File: src/rtl/vga_pattern_gen.sv
// vga_pattern_gen
// ---------------
// Parametrised VGA timing and test-pattern generator. A pixel-rate enable
// (pix_en) is derived from CLOCK_50 by a divider; the horizontal and vertical
// counters advance on pix_en, and every output register is loaded from the
// decode of the counter values held before that pix_en. Sync, RGB, BLANK_N
// and PIX_X/Y therefore share one pixel period of latency.
//
// Ports:
//   CLOCK_50     in   system clock; all logic runs on it
//   RESET        in   asynchronous, active-high reset
//   MODE[1:0]    in   0 box, 1 colour bars, 2 checkerboard, 3 solid
//   COLOR[11:0]  in   {R,G,B} colour for box and solid modes
//   VGA_HS/VS    out  syncs, active level SYNC_POL
//   VGA_R/G/B    out  4-bit colour channels, 0 outside the active region
//   VGA_BLANK_N  out  high during the active region
//   PIX_X/PIX_Y  out  pixel column/line that the RGB outputs belong to
//   FRAME_START  out  one CLOCK_50 pulse on the update that shows pixel (0,0)
module vga_pattern_gen #(
    parameter int   H_VISIBLE  = 640,
    parameter int   H_FRONT    = 16,
    parameter int   H_SYNC     = 96,
    parameter int   H_BACK     = 48,
    parameter int   V_VISIBLE  = 480,
    parameter int   V_FRONT    = 10,
    parameter int   V_SYNC     = 2,
    parameter int   V_BACK     = 33,
    parameter logic SYNC_POL   = 1'b0,
    parameter int   PIX_DIV    = 2,
    parameter int   BOX_X0     = 200,
    parameter int   BOX_X1     = 299,
    parameter int   BOX_Y0     = 200,
    parameter int   BOX_Y1     = 299,
    parameter int   CHECK_LOG2 = 5
) (
    input  logic        CLOCK_50,
    input  logic        RESET,
    input  logic [1:0]  MODE,
    input  logic [11:0] COLOR,
    output logic        VGA_HS,
    output logic        VGA_VS,
    output logic [3:0]  VGA_R,
    output logic [3:0]  VGA_G,
    output logic [3:0]  VGA_B,
    output logic        VGA_BLANK_N,
    output logic [11:0] PIX_X,
    output logic [11:0] PIX_Y,
    output logic        FRAME_START
);

    localparam int H_TOTAL = H_VISIBLE + H_FRONT + H_SYNC + H_BACK;
    localparam int V_TOTAL = V_VISIBLE + V_FRONT + V_SYNC + V_BACK;
    localparam int BAR_W   = H_VISIBLE / 8;
    localparam int DIV_W   = (PIX_DIV > 1) ? $clog2(PIX_DIV) : 1;

    localparam logic [DIV_W-1:0] DIV_LAST = DIV_W'(PIX_DIV - 1);
    localparam logic [11:0] H_LAST   = 12'(H_TOTAL - 1);
    localparam logic [11:0] V_LAST   = 12'(V_TOTAL - 1);
    localparam logic [11:0] H_VIS    = 12'(H_VISIBLE);
    localparam logic [11:0] V_VIS    = 12'(V_VISIBLE);
    localparam logic [11:0] HS_FIRST = 12'(H_VISIBLE + H_FRONT);
    localparam logic [11:0] HS_LAST  = 12'(H_VISIBLE + H_FRONT + H_SYNC - 1);
    localparam logic [11:0] VS_FIRST = 12'(V_VISIBLE + V_FRONT);
    localparam logic [11:0] VS_LAST  = 12'(V_VISIBLE + V_FRONT + V_SYNC - 1);
    localparam logic [11:0] BAR_LAST = 12'(BAR_W - 1);
    localparam logic [11:0] BX0      = 12'(BOX_X0);
    localparam logic [11:0] BX1      = 12'(BOX_X1);
    localparam logic [11:0] BY0      = 12'(BOX_Y0);
    localparam logic [11:0] BY1      = 12'(BOX_Y1);

    // Registers
    logic [DIV_W-1:0] div_q, div_d;
    logic [11:0]      h_cnt_q, h_cnt_d;
    logic [11:0]      v_cnt_q, v_cnt_d;
    logic [1:0]       mode_q, mode_d;
    logic [11:0]      color_q, color_d;
    logic [11:0]      bar_cnt_q, bar_cnt_d;
    logic [2:0]       bar_idx_q, bar_idx_d;
    logic             hs_q, hs_d;
    logic             vs_q, vs_d;
    logic [11:0]      rgb_q, rgb_d;
    logic             blank_n_q, blank_n_d;
    logic [11:0]      pix_x_q, pix_x_d;
    logic [11:0]      pix_y_q, pix_y_d;
    logic             frame_start_q, frame_start_d;

    // Decode of the current counter position
    logic        pix_en;
    logic        h_wrap, v_wrap, origin;
    logic        h_act, v_act, active;
    logic        in_hs, in_vs, in_box, checker_on;
    logic [11:0] bar_rgb, pat_rgb;

    assign pix_en = (div_q == DIV_LAST);
    assign h_wrap = (h_cnt_q == H_LAST);
    assign v_wrap = (v_cnt_q == V_LAST);
    assign origin = (h_cnt_q == 12'd0) && (v_cnt_q == 12'd0);
    assign h_act  = (h_cnt_q < H_VIS);
    assign v_act  = (v_cnt_q < V_VIS);
    assign active = h_act && v_act;
    assign in_hs  = (h_cnt_q >= HS_FIRST) && (h_cnt_q <= HS_LAST);
    assign in_vs  = (v_cnt_q >= VS_FIRST) && (v_cnt_q <= VS_LAST);
    assign in_box = (h_cnt_q >= BX0) && (h_cnt_q <= BX1) &&
                    (v_cnt_q >= BY0) && (v_cnt_q <= BY1);
    assign checker_on = h_cnt_q[CHECK_LOG2] ^ v_cnt_q[CHECK_LOG2];

    // Divider and position counters
    always_comb begin
        div_d   = pix_en ? '0 : div_q + 1'b1;
        h_cnt_d = h_cnt_q;
        v_cnt_d = v_cnt_q;
        if (pix_en) begin
            h_cnt_d = h_wrap ? 12'd0 : h_cnt_q + 12'd1;
            if (h_wrap) begin
                v_cnt_d = v_wrap ? 12'd0 : v_cnt_q + 12'd1;
            end
        end
    end

    // Mode/colour are only taken at the frame origin so a frame never mixes
    // two patterns. The pixel at (0,0) already uses the freshly sampled
    // values, hence the decode below works from mode_d/color_d.
    always_comb begin
        mode_d  = mode_q;
        color_d = color_q;
        if (pix_en && origin) begin
            mode_d  = MODE;
            color_d = COLOR;
        end
    end

    // Bar index tracks h_cnt with a running counter: it steps every BAR_W
    // active pixels and sticks at 7, so any remainder pixels when H_VISIBLE
    // is not a multiple of 8 stay in the last bar.
    always_comb begin
        bar_cnt_d = bar_cnt_q;
        bar_idx_d = bar_idx_q;
        if (pix_en) begin
            if (h_wrap) begin
                bar_cnt_d = 12'd0;
                bar_idx_d = 3'd0;
            end else if (h_act) begin
                if (bar_cnt_q == BAR_LAST) begin
                    bar_cnt_d = 12'd0;
                    bar_idx_d = (bar_idx_q == 3'd7) ? 3'd7 : bar_idx_q + 3'd1;
                end else begin
                    bar_cnt_d = bar_cnt_q + 12'd1;
                end
            end
        end
    end

    always_comb begin
        case (bar_idx_q)
            3'd0:    bar_rgb = 12'hFFF;
            3'd1:    bar_rgb = 12'hFF0;
            3'd2:    bar_rgb = 12'h0FF;
            3'd3:    bar_rgb = 12'h0F0;
            3'd4:    bar_rgb = 12'hF0F;
            3'd5:    bar_rgb = 12'hF00;
            3'd6:    bar_rgb = 12'h00F;
            default: bar_rgb = 12'h000;
        endcase
    end

    always_comb begin
        pat_rgb = 12'h000;
        case (mode_d)
            2'd0:    pat_rgb = in_box ? color_d : 12'h000;
            2'd1:    pat_rgb = bar_rgb;
            2'd2:    pat_rgb = checker_on ? 12'hFFF : 12'h000;
            default: pat_rgb = color_d;
        endcase
        if (!active) begin
            pat_rgb = 12'h000;
        end
    end

    // Output registers: load on pix_en, hold otherwise. FRAME_START is the
    // only output that is not held; it lasts a single CLOCK_50 cycle.
    always_comb begin
        hs_d          = hs_q;
        vs_d          = vs_q;
        rgb_d         = rgb_q;
        blank_n_d     = blank_n_q;
        pix_x_d       = pix_x_q;
        pix_y_d       = pix_y_q;
        frame_start_d = 1'b0;
        if (pix_en) begin
            hs_d          = in_hs ? SYNC_POL : ~SYNC_POL;
            vs_d          = in_vs ? SYNC_POL : ~SYNC_POL;
            rgb_d         = pat_rgb;
            blank_n_d     = active;
            pix_x_d       = h_cnt_q;
            pix_y_d       = v_cnt_q;
            frame_start_d = origin;
        end
    end

    always_ff @(posedge CLOCK_50 or posedge RESET) begin
        if (RESET) begin
            div_q         <= '0;
            h_cnt_q       <= 12'd0;
            v_cnt_q       <= 12'd0;
            mode_q        <= 2'd0;
            color_q       <= 12'hFFF;
            bar_cnt_q     <= 12'd0;
            bar_idx_q     <= 3'd0;
            hs_q          <= ~SYNC_POL;
            vs_q          <= ~SYNC_POL;
            rgb_q         <= 12'h000;
            blank_n_q     <= 1'b0;
            pix_x_q       <= 12'd0;
            pix_y_q       <= 12'd0;
            frame_start_q <= 1'b0;
        end else begin
            div_q         <= div_d;
            h_cnt_q       <= h_cnt_d;
            v_cnt_q       <= v_cnt_d;
            mode_q        <= mode_d;
            color_q       <= color_d;
            bar_cnt_q     <= bar_cnt_d;
            bar_idx_q     <= bar_idx_d;
            hs_q          <= hs_d;
            vs_q          <= vs_d;
            rgb_q         <= rgb_d;
            blank_n_q     <= blank_n_d;
            pix_x_q       <= pix_x_d;
            pix_y_q       <= pix_y_d;
            frame_start_q <= frame_start_d;
        end
    end

    assign VGA_HS      = hs_q;
    assign VGA_VS      = vs_q;
    assign VGA_R       = rgb_q[11:8];
    assign VGA_G       = rgb_q[7:4];
    assign VGA_B       = rgb_q[3:0];
    assign VGA_BLANK_N = blank_n_q;
    assign PIX_X       = pix_x_q;
    assign PIX_Y       = pix_y_q;
    assign FRAME_START = frame_start_q;

endmodule

File: config.mk
export PLATFORM = sky130hd
export DESIGN_NAME = vga_pattern_gen
export DESIGN_NICKNAME = d
export VERILOG_FILES = /design/src/rtl/vga_pattern_gen.sv
export SDC_FILE = /design/constraint.sdc
export NUM_CORES = 1
export LEC_CHECK = 0
export BUFFER_PORTS_ARGS = -buffer_cell sky130_fd_sc_hd__buf_4
export CELL_PAD_IN_SITES_DETAIL_PLACEMENT = 1
export CELL_PAD_IN_SITES_GLOBAL_PLACEMENT = 1
export CORE_UTILIZATION = 46
export CTS_CLUSTER_SIZE = 14
export DETAILED_ROUTE_END_ITERATION = 8
export GPL_ROUTABILITY_DRIVEN = 0
export GPL_TIMING_DRIVEN = 0
export PLACE_DENSITY_LB_ADDON = 0.1
export SLEW_MARGIN = 25
export SYNTH_ARGS = -nofsm -noshare
export SYNTH_HDL_FRONTEND = slang
export SYNTH_SLANG_ARGS = --single-unit
File: constraint.sdc
create_clock -name CLOCK_50 -period 3.6 [get_ports CLOCK_50]
set_input_delay 0.18 -clock CLOCK_50 [delete_from_list [all_inputs] [get_ports CLOCK_50]]
set_output_delay 0.18 -clock CLOCK_50 [all_outputs]
set_load 0.03 [all_outputs]
==> impl_metrics.env, run 1 <==
export IMPL_vias=3341
export IMPL_ys_types=60
export IMPL_comb_power_share_pct=5.7
export IMPL_hp_class="primary input to flop"
export IMPL_p_leak_nw=2.53
export IMPL_start_kind="flop"
export IMPL_drc=0
export IMPL_pwr_share_seq_pct=52.4
export IMPL_drive_gt1_share_pct=32.3
export IMPL_design_die_area_um2=10700
export IMPL_synth_warnings=0
export IMPL_clkPwrFrac_pct=42.0
export IMPL_start_util_pct=47.8
export IMPL_status="completed"
export IMPL_fin_worst_skew_ps=15.6
export IMPL_portBuffers=55
export IMPL_cts_tree="built"
export IMPL_via_per_inst=5.35
export IMPL_synth_top_flop_cell="dfrtp_1"
export IMPL_clk_latency_ps=370
export IMPL_worstSetupEndpoint="rgb_q[3]"
export IMPL_setup_slack_ps=1140
export IMPL_io_pins=56
export IMPL_post_cts_setup_buffers=0
export IMPL_synth_xor_area_share_pct=3.53
export IMPL_first_global_vias=3549
export IMPL_critPathSlowestCell="dfrtp_1"
export IMPL_hold_violations=0
export IMPL_grt_setup_unrepaired="false"
export IMPL_p_sw_share_pct=22.6
export IMPL_clk_pin_slew_ps=100
export IMPL_tightest_slew_ps=732
export IMPL_yosysSeqAreaShare_pct=50.3
export IMPL_worstSetupPathType="flop to flop"
export IMPL_intPower_mw=1.61
export IMPL_arrival_ps=2680
export IMPL_synth_seq_cells=94
export IMPL_setup_viol=0
export IMPL_antenna_found_initial=0
export IMPL_syn_num_nets=444
export IMPL_grt_pass1_wl_um=17900
export IMPL_cts_htree_levels=3
export IMPL_crit_path_start="v_cnt_q[0]"
export IMPL_clockBufferDepth=2
export IMPL_period_share_pct=68.3
export IMPL_async_flop_share_pct=100
export IMPL_rows=36
export IMPL_synth_top_family_by_area="simple AND/OR/NAND/NOR gates"
export IMPL_synth_edf_count=0
export IMPL_hpwlAfterDp_um=7550
export IMPL_syn_area_per_cell_um2=11.3
export IMPL_timing_rr_start="v_cnt_q[0]"
export IMPL_synth_cells=419
export IMPL_cp_max_fo=10
export IMPL_slowest_delay_ps=440
export IMPL_synthMuxAreaShare_pct=9.87
export IMPL_area_delta_synth_final_pct=18.5
export IMPL_die_w_um=103
export IMPL_die_h_um=103
export IMPL_wl_per_cell_um=16.9
export IMPL_final_util_pct=56.6
export IMPL_synth_compound_area_share_pct=10.9
export IMPL_syn_area_um2=4720
export IMPL_crit_required_ps=3820
export IMPL_synth_simple_gate_area_share_pct=17.2
export IMPL_fin_nets=512
export IMPL_p_per_area_nw_per_um2=372
export IMPL_crit_chain="inv_1 -> ha_1 -> nor3b_2 -> nand4_4 -> nor2_8 -> mux2i_1 -> a2bb2oi_2 -> buf_6 -> o221ai_2"
export IMPL_cap_violations=0
export IMPL_cts_buffers=9
export IMPL_p_switching_uw=469
export IMPL_design_area_um2=5590
export IMPL_crit_path_end_kind="flop"
export IMPL_cts_sinks=94
export IMPL_r2r_end="rgb_q[3]"
export IMPL_ant_nets=0
export IMPL_wl_um=10500
export IMPL_cts_root_buf="clkbuf_8"
export IMPL_drtIter0Drc=68
export IMPL_coreArea_um2=9860
export IMPL_slew_headroom_pct=51.2
export IMPL_dpl_cell_area_um2=5330
export IMPL_slew_viol_final=0
export IMPL_worstRegToRegCells=9
export IMPL_ir_drop_mv=0.156
export IMPL_period_needed_ps=2460
export IMPL_diodes=0
export IMPL_overflow=0
export IMPL_synthAdderAreaFrac_pct=2.39
export IMPL_r2r_slack_ps=1140
export IMPL_place_ws_ps=1140
export IMPL_fmax_ghz=0.407
export IMPL_drt_pass1_iterations=4
export IMPL_grt_max_degree=67
export IMPL_grt_usage_pct=22.2
-- Yosys cell counts, drive strengths merged (3+ instances only) --
cell,instances,area share (%)
dfrtp,80,42
inv,36,2.9
nand2,29,2.3
mux2,28,6.7
o21ai,25,2.7
nor2,22,2.1
buf,18,2.4
xnor2,16,3.0
mux2i,15,3.2
dfstp,14,7.8
nand3,14,1.6
o221ai,12,3.6
a21oi,11,1.2
nand4,11,1.9
ha,9,2.4
clkbuf,7,0.56
nor3,7,0.98
nor2b,6,0.80
nor4,6,1.9
and3,5,0.66
nor3b,5,1.0
o31ai,5,0.80
or3,4,0.53
and2,3,0.40
nand2b,3,0.40
xor2,3,0.56
-- registers in the layout, summed over array words and instances (netlist names), 3 cells and up --
register   flops
h_cnt_q       12
PIX_X         12
v_cnt_q       12
bar_cnt_q     12
color_q       12
bar_idx_q      3
rgb_q         12
PIX_Y         12
-- worst min path at each step --
| stage | depth (start not counted) | end | start |
|---|---|---|---|
| 2_1_floorplan | 2 | color_q[10] | COLOR[10] |
| 3_3_place_gp | 3 | color_q[10] | COLOR[10] |
| 3_5_place_dp | 2 | PIX_Y[6] | RESET |
| 4_1_cts | 3 | color_q[10] | COLOR[10] |
| 5_1_grt | 3 | color_q[10] | COLOR[10] |
| 6_report | 3 | color_q[10] | COLOR[10] |
-- final cells by class --
type,count,area [µm²]
plain buffers,25,140
well taps,133,166
inverters,36,140
repair buffers,57,450
clock buffers,11,141
clock inverters,5,108
multi-input cells,264,2070
fillers,1072,4280
flip-flops and latches,94,2370
-- placed cells by master (no fill, tap or decap), drive strengths merged, types with 9 or more instances in the layout --
master | netlist | routed
xnor2 | 16 | 16
o21ai | 25 | 25
ha | 9 | 9
nand4 | 11 | 11
nand3 | 14 | 14
nor2 | 22 | 22
inv | 36 | 36
a21oi | 11 | 11
clkbuf | 7 | 18
mux2i | 15 | 15
buf | 18 | 74
nand2 | 29 | 29
o221ai | 12 | 12
dfrtp | 80 | 80
dfstp | 14 | 14
mux2 | 28 | 28
-- power by group through the flow --
stage | Clock [mW] | Combinational [mW] | Sequential (mW)
6_report | 0.871 | 0.117 | 1.09
5_1_grt | 0.926 | 0.131 | 1.09
4_1_cts | 0.888 | 0.121 | 1.09
3_5_place_dp | 0 | 0.119 | 1.11
3_3_place_gp | 0 | 0.110 | 1.11
2_1_floorplan | 0 | 0.0499 | 1.13
-- per-layer routing --
| metal | share of wire (%) | wire [µm] | track usage (%) | up-vias |
|---|---|---|---|---|
| li1 | - | - | - | 1593 |
| met1 | 47 | 4920 | 29.1 | 1685 |
| met2 | 49 | 5160 | 37.9 | 49 |
| met3 | 2.6 | 271 | 2.96 | 14 |
| met4 | 1.7 | 178 | 8.34 | 0 |
| met5 | 0 | 0 | 0 | - |
-- critical path: cells and delay by family (launching register included) --
family | cells | cell delay, ps
fa+ha+maj | 1 | 160
simple gates | 3 | 720
buf+inv | 2 | 340
compound gates | 2 | 370
mux | 1 | 270
flops | 1 | 440
-- logic make-up after synthesis --
| group | Yosys count |
|---|---|
| multiplexers | 43 |
| XOR/XNOR | 19 |
| flip-flops | 94 |
| AND/OR/NAND/NOR | 126 |
| buffers and inverters | 61 |
| AO/OA/AOI/OAI | 67 |
| adder cells (fa/ha/maj) | 9 |
-- stage by stage --
step | total power [mW] | hold WS (ps) | std cells | setup TNS (ps)
after detailed placement | 1.23 | 172 | 608 | 0
final | 2.08 | 50.8 | 625 | 0
after global placement | 1.22 | 430 | 607 | -14780
after CTS | 2.10 | 44.7 | 625 | 0
after global routing | 2.15 | 69.1 | 625 | 0
after floorplan | 1.18 | 322 | 419 | 0
-- repair_timing --
| item | 4_1_cts | 5_1_grt |
|---|---|---|
| hold endpoints to repair | 25 | 0 |
| hold buffers | 1 | 0 |
| resized for setup | 0 | 0 |
No activity file was read; power rests on OpenSTA's default activity.
==> run 2, diff against run 1 <==
==> constraint.sdc (replaced) <==
create_clock -name CLOCK_50 -period 2.6 [get_ports CLOCK_50]
set_input_delay 0.13 -clock CLOCK_50 [delete_from_list [all_inputs] [get_ports CLOCK_50]]
set_output_delay 0.13 -clock CLOCK_50 [all_outputs]
set_load 0.03 [all_outputs]
==> impl_metrics.env, run 2 (synthesized netlist as in run 1, its figures left out) <==
export IMPL_fin_tns_setup_ps=0
export IMPL_vias=3346
export IMPL_first_global_vias=3555
export IMPL_grt_pass1_wl_um=17900
export IMPL_grt_max_degree=67
export IMPL_area_delta_synth_final_pct=18.8
export IMPL_cts_buffers=9
export IMPL_clk_latency_ps=370
export IMPL_cts_root_buf="clkbuf_8"
export IMPL_drt_pass1_iterations=4
export IMPL_status="completed"
export IMPL_grt_usage_pct=22.3
export IMPL_fin_nets=513
export IMPL_placed_cells=608
export IMPL_period_needed_ps=2430
export IMPL_tightest_slew_ps=764
export IMPL_fmax_ghz=0.411
export IMPL_die_w_um=103
export IMPL_clockBufferDepth=2
export IMPL_hold_ws_ps=8.63
export IMPL_crit_path_end_kind="flop"
export IMPL_mostFrequentLayoutCells="dfrtp_1 (80), buf_4 (58), inv_1 (35)"
export IMPL_diodes=0
export IMPL_rows=36
export IMPL_fill_cells=1069
export IMPL_power_total_mw=2.88
export IMPL_slew_viol_final=0
export IMPL_start_util_pct=47.8
export IMPL_ant_nets=0
export IMPL_cp_max_fo=10
export IMPL_ir_drop_mv=0.216
export IMPL_multi_input_area_um2=2080
export IMPL_cts_htree_levels=3
export IMPL_cts_tree="built"
export IMPL_grt_setup_unrepaired="false"
export IMPL_dpl_cell_area_um2=5330
export IMPL_clk_pin_slew_ps=100
export IMPL_die_h_um=103
export IMPL_hp_class="primary input to flop"
export IMPL_p_per_area_nw_per_um2=513
export IMPL_period_share_pct=93.7
export IMPL_crit_required_ps=2820
export IMPL_cap_violations=0
export IMPL_cts_sinks=94
export IMPL_fin_worst_skew_ps=16.3
export IMPL_arrival_ps=2650
export IMPL_via_per_inst=5.35
export IMPL_overflow=0
export IMPL_final_cells=626
export IMPL_seq_area_um2=2370
export IMPL_coreArea_um2=9860
export IMPL_wl_per_cell_um=16.9
export IMPL_start_kind="flop"
export IMPL_worstSetupPathType="flop to flop"
export IMPL_hold_violations=0
export IMPL_drtIter0Drc=61
export IMPL_final_common_cell="dfrtp_1"
export IMPL_portBuffers=55
export IMPL_hpwlAfterDp_um=7550
export IMPL_wl_um=10600
export IMPL_design_area_um2=5600
export IMPL_drive_gt1_share_pct=32.5
export IMPL_antenna_found_initial=0
export IMPL_setup_viol=0
export IMPL_p_leak_nw=2.54
export IMPL_slew_headroom_pct=49.0
export IMPL_io_pins=56
export IMPL_design_die_area_um2=10700
export IMPL_drc=0
## run 2: cell count changes in the layout (fill, tap and decap cells not counted)
cell,delta
clkbuf_4,+1
nor3b_2,+1
dlygate4sd3_1,+1
buf_2,-1
nor3b_1,-1
## run 2: through the flow
step,utilization (%),setup slack [ps]
CTS,56.7,116
floorplan,-,44.5
global route,56.8,19.1
detailed placement,54.0,138
global placement,53.7,-1140
finish,56.8,165
## run 2: timing repair
item,CTS,global route
endpoints found under the hold margin,29,0
gates resized for setup,0,2
setup endpoints to repair,0,3
setup buffers,0,0
hold buffers,2,0
## run 2: layout make-up
| type | count | area share (%) |
|---|---|---|
| Inverter | 36 | 2.50 |
| Clock inverter | 5 | 1.92 |
| Buffer | 25 | 2.55 |
| Tap cell | 133 | 2.97 |
| Multi-Input combinational cell | 264 | 37.0 |
| Timing Repair Buffer | 58 | 8.22 |
| Sequential cell | 94 | 42.3 |
| Clock buffer | 11 | 2.52 |
## run 2: worst paths after layout
kind	from	to	slack [ps]	cells past startpoint
worst max-delay path	v_cnt_q[0]	rgb_q[3]	170	9
worst min-delay path	COLOR[11]	color_q[11]	9	3
worst max register to register	v_cnt_q[0]	rgb_q[3]	170	9
worst min register to register	PIX_Y[2]	PIX_Y[2]	520	1
max in group asynchronous	RESET	color_q[2]	1650	4
min in group asynchronous	RESET	PIX_Y[5]	270	3
## run 2: power breakdown
group | switching [mW] | total, mW | internal (mW)
clock | 0.538 | 1.21 | 0.669
combinational | 0.101 | 0.164 | 0.0630
sequential | 0.0123 | 1.51 | 1.49
## run 2: critical path: stages, from the launching register on
cell       delay [ps]
dfrtp_1           440
inv_1             130
ha_1              160
nor3b_2           270
nand4_4           180
nor2_8            240
mux2i_1           270
a2bb2oi_2         260
buf_6             210
o221ai_2          110
## run 2: routing by layer
metal  share of wire, %  global-route usage (%)
met1                 47                    29.2
met2                 49                    38.0
met3                2.6                    2.96
met4                1.7                    8.34
met5                  0                       0
==> run 3, diff against run 2 <==
--- a/config.mk
+++ b/config.mk
@@ -5,10 +5,11 @@
 export SDC_FILE = /design/constraint.sdc
 export NUM_CORES = 1
 export LEC_CHECK = 0
-export BUFFER_PORTS_ARGS = -buffer_cell sky130_fd_sc_hd__buf_4
+export ABC_AREA = 1
+export BUFFER_PORTS_ARGS = -buffer_cell sky130_fd_sc_hd__buf_2
 export CELL_PAD_IN_SITES_DETAIL_PLACEMENT = 1
 export CELL_PAD_IN_SITES_GLOBAL_PLACEMENT = 1
-export CORE_UTILIZATION = 46
+export CORE_UTILIZATION = 44
 export CTS_CLUSTER_SIZE = 14
 export DETAILED_ROUTE_END_ITERATION = 8
 export GPL_ROUTABILITY_DRIVEN = 0
==> impl_metrics.env, run 3 <==
export IMPL_hold_ws_ps=52.3
export IMPL_synth_common_cells="nand2_1 (162), dfrtp_1 (80), inv_1 (74), nor2_1 (56), o21ai_0 (39)"
export IMPL_antenna_found_initial=0
export IMPL_power_total_mw=2.82
export IMPL_fill_cells=1325
export IMPL_placed_cells=795
export IMPL_vias=4281
export IMPL_grt_setup_unrepaired="false"
export IMPL_synth_warnings=0
export IMPL_drive_gt1_share_pct=19.8
export IMPL_syn_area_um2=4860
export IMPL_synth_seq_cells=94
export IMPL_use_met3_pct=3.28
export IMPL_worst_path_buf_inv=3
export IMPL_critPathSlowestCell="dfrtp_1"
export IMPL_clk_latency_ps=370
export IMPL_comb_power_share_pct=6.6
export IMPL_ys_types=41
export IMPL_fin_worst_skew_ps=15.4
export IMPL_period_share_pct=85.0
export IMPL_die_w_um=107
export IMPL_design_area_um2=5680
export IMPL_cts_sinks=94
export IMPL_slowest_delay_ps=400
export IMPL_p_sw_share_pct=24.4
export IMPL_pwr_share_seq_pct=53.4
export IMPL_crit_top_cell="nand2_1"
export IMPL_tightest_slew_ps=638
export IMPL_drc=0
export IMPL_clockBufferDepth=2
export IMPL_arrival_ps=2470
export IMPL_grt_usage_pct=25.7
export IMPL_crit_chain="inv_1 -> ha_1 -> nand2_1 -> clkinv_1 -> nand2_1 -> nor2_4 -> nand3_4 -> buf_2 -> nand2_1 -> o21ai_0 -> nand4_1 -> nand2_1 -> nand2_1 -> nand2_1"
export IMPL_die_h_um=107
export IMPL_status="completed"
export IMPL_fin_tns_setup_ps=0
export IMPL_portBuffers=55
export IMPL_setup_viol=0
export IMPL_ir_drop_mv=0.295
export IMPL_use_met2_pct=42.9
export IMPL_busiest_layer="met2"
export IMPL_grt_pass1_wl_um=22500
export IMPL_use_met1_pct=34.6
export IMPL_cap_violations=0
export IMPL_period_needed_ps=2210
export IMPL_slew_headroom_pct=57.5
export IMPL_cts_buffers=9
export IMPL_cp_max_fo=10
export IMPL_mostFrequentLayoutCells="nand2_1 (162), dfrtp_1 (80), inv_1 (73)"
export IMPL_fmax_ghz=0.453
export IMPL_crit_path_end_kind="flop"
export IMPL_seq_area_um2=2370
export IMPL_hp_class="primary input to flop"
export IMPL_ant_nets=0
export IMPL_io_pins=56
export IMPL_cts_root_buf="clkbuf_8"
export IMPL_overflow=0
export IMPL_design_die_area_um2=11500
export IMPL_synth_top_area_share_pct=41.2
export IMPL_synth_top_area_cell="dfrtp_1"
export IMPL_path_delay_family="simple AND/OR/NAND/NOR gates"
export IMPL_start_util_pct=46.2
export IMPL_yosysSeqAreaShare_pct=48.8
export IMPL_crit_required_ps=2860
export IMPL_syn_num_nets=628
export IMPL_min_path_cells=3
export IMPL_drt_pass1_iterations=4
export IMPL_via_per_inst=5.21
export IMPL_clkPwrFrac_pct=40.0
export IMPL_p_leak_nw=2.87
export IMPL_dpl_cell_area_um2=5330
export IMPL_synth_top_flop_cell="dfrtp_1"
export IMPL_synth_edf_count=0
export IMPL_async_flop_share_pct=100
export IMPL_crit_cells=14
export IMPL_wl_um=13500
export IMPL_intPower_mw=2.13
export IMPL_coreArea_um2=10500
export IMPL_p_per_area_nw_per_um2=496
export IMPL_hpwlAfterDp_um=10000
export IMPL_cts_htree_levels=3
export IMPL_drtIter0Drc=153
export IMPL_rows=37
export IMPL_grt_max_degree=53
export IMPL_syn_area_per_cell_um2=8.05
export IMPL_first_global_vias=4531
export IMPL_p_switching_uw=686
export IMPL_multi_input_area_um2=2070
export IMPL_start_kind="flop"
export IMPL_final_cells=822
export IMPL_final_common_cell="nand2_1"
export IMPL_wl_per_cell_um=16.4
export IMPL_cts_resized=0
export IMPL_area_delta_synth_final_pct=16.9
export IMPL_worstSetupPathType="flop to flop"
export IMPL_hold_violations=0
export IMPL_cts_tree="built"
export IMPL_synth_cells=603
export IMPL_slew_viol_final=0
export IMPL_clk_pin_slew_ps=100
export IMPL_yosys_top_cells_area="dfrtp_1 (41%), nand2_1 (13%), dfstp_2 (7.6%)"
export IMPL_worstRegToRegCells=14
export IMPL_diodes=0
export IMPL_fin_nets=706
export IMPL_synth_most_common_cell="nand2_1"
==> run 3: kinds of logic after synthesis <==
logic type	Yosys count	synth area share, %
and+or+nand+nor	311	29.0
buffers and inverters	99	8.50
DFF	94	48.8
AOI/OAI and AO/OA	80	9.56
xor gates and xnor gates	10	1.80
adders and majority gates	9	2.32
==> run 3: final cells by class <==
| class | count | share of cell area, % |
|---|---|---|
| Buffer | 15 | 1.72 |
| Multi-Input combinational cell | 410 | 36.5 |
| Tap cell | 136 | 3.00 |
| Clock buffer | 10 | 2.43 |
| Clock inverter | 6 | 1.65 |
| Timing Repair Buffer | 67 | 7.28 |
| Sequential cell | 94 | 41.8 |
| Inverter | 84 | 5.64 |
==> run 3: repair_timing <==
| action | in CTS | in global routing |
|---|---|---|
| hold endpoints to repair | 50 | 0 |
| setup buffers | 0 | 0 |
| hold buffers | 11 | 0 |
| endpoints found under the setup margin | 0 | 0 |
==> run 3: path summary, 6_finish.rpt <==
check | from | end | slack (ps)
worst max-delay path | v_cnt_q[1] | rgb_q[9] | 390
worst min-delay path | COLOR[8] | color_q[8] | 50
worst max register to register | v_cnt_q[1] | rgb_q[9] | 390
worst min register to register | rgb_q[1] | rgb_q[1] | 480
max in group asynchronous | RESET | color_q[10] | 1630
min in group asynchronous | RESET | PIX_X[0] | 310
==> run 3: through the flow <==
| stage | setup slack (ps) | util [%] |
|---|---|---|
| after global routing | 180 | 54.0 |
| after detailed placement | 469 | 50.8 |
| after CTS | 384 | 54.0 |
| after global placement | -1110 | 50.4 |
| final | 391 | 54.0 |
| after floorplan | 44.5 | - |
==> run 3: power by group through the flow <==
stage          clock (mW)  combinational, mW  sequential, mW
2_1_floorplan           0             0.0834            1.56
3_3_place_gp            0              0.163            1.53
3_5_place_dp            0              0.174            1.53
4_1_cts              1.15              0.188            1.51
5_1_grt              1.20              0.207            1.51
6_report             1.13              0.186            1.51
==> run 3: metal layers <==
metal | vias to the layer above | wire length (µm)
met5 | - | 0
met4 | 0 | 133
met3 | 8 | 385
met2 | 75 | 6620
met1 | 2117 | 6360
li1 | 2081 | -
==> run 3: tightest hold or removal path: stages <==
cell and delay, ps:
buf_2 100, inv_1 40, o21ai_0 120
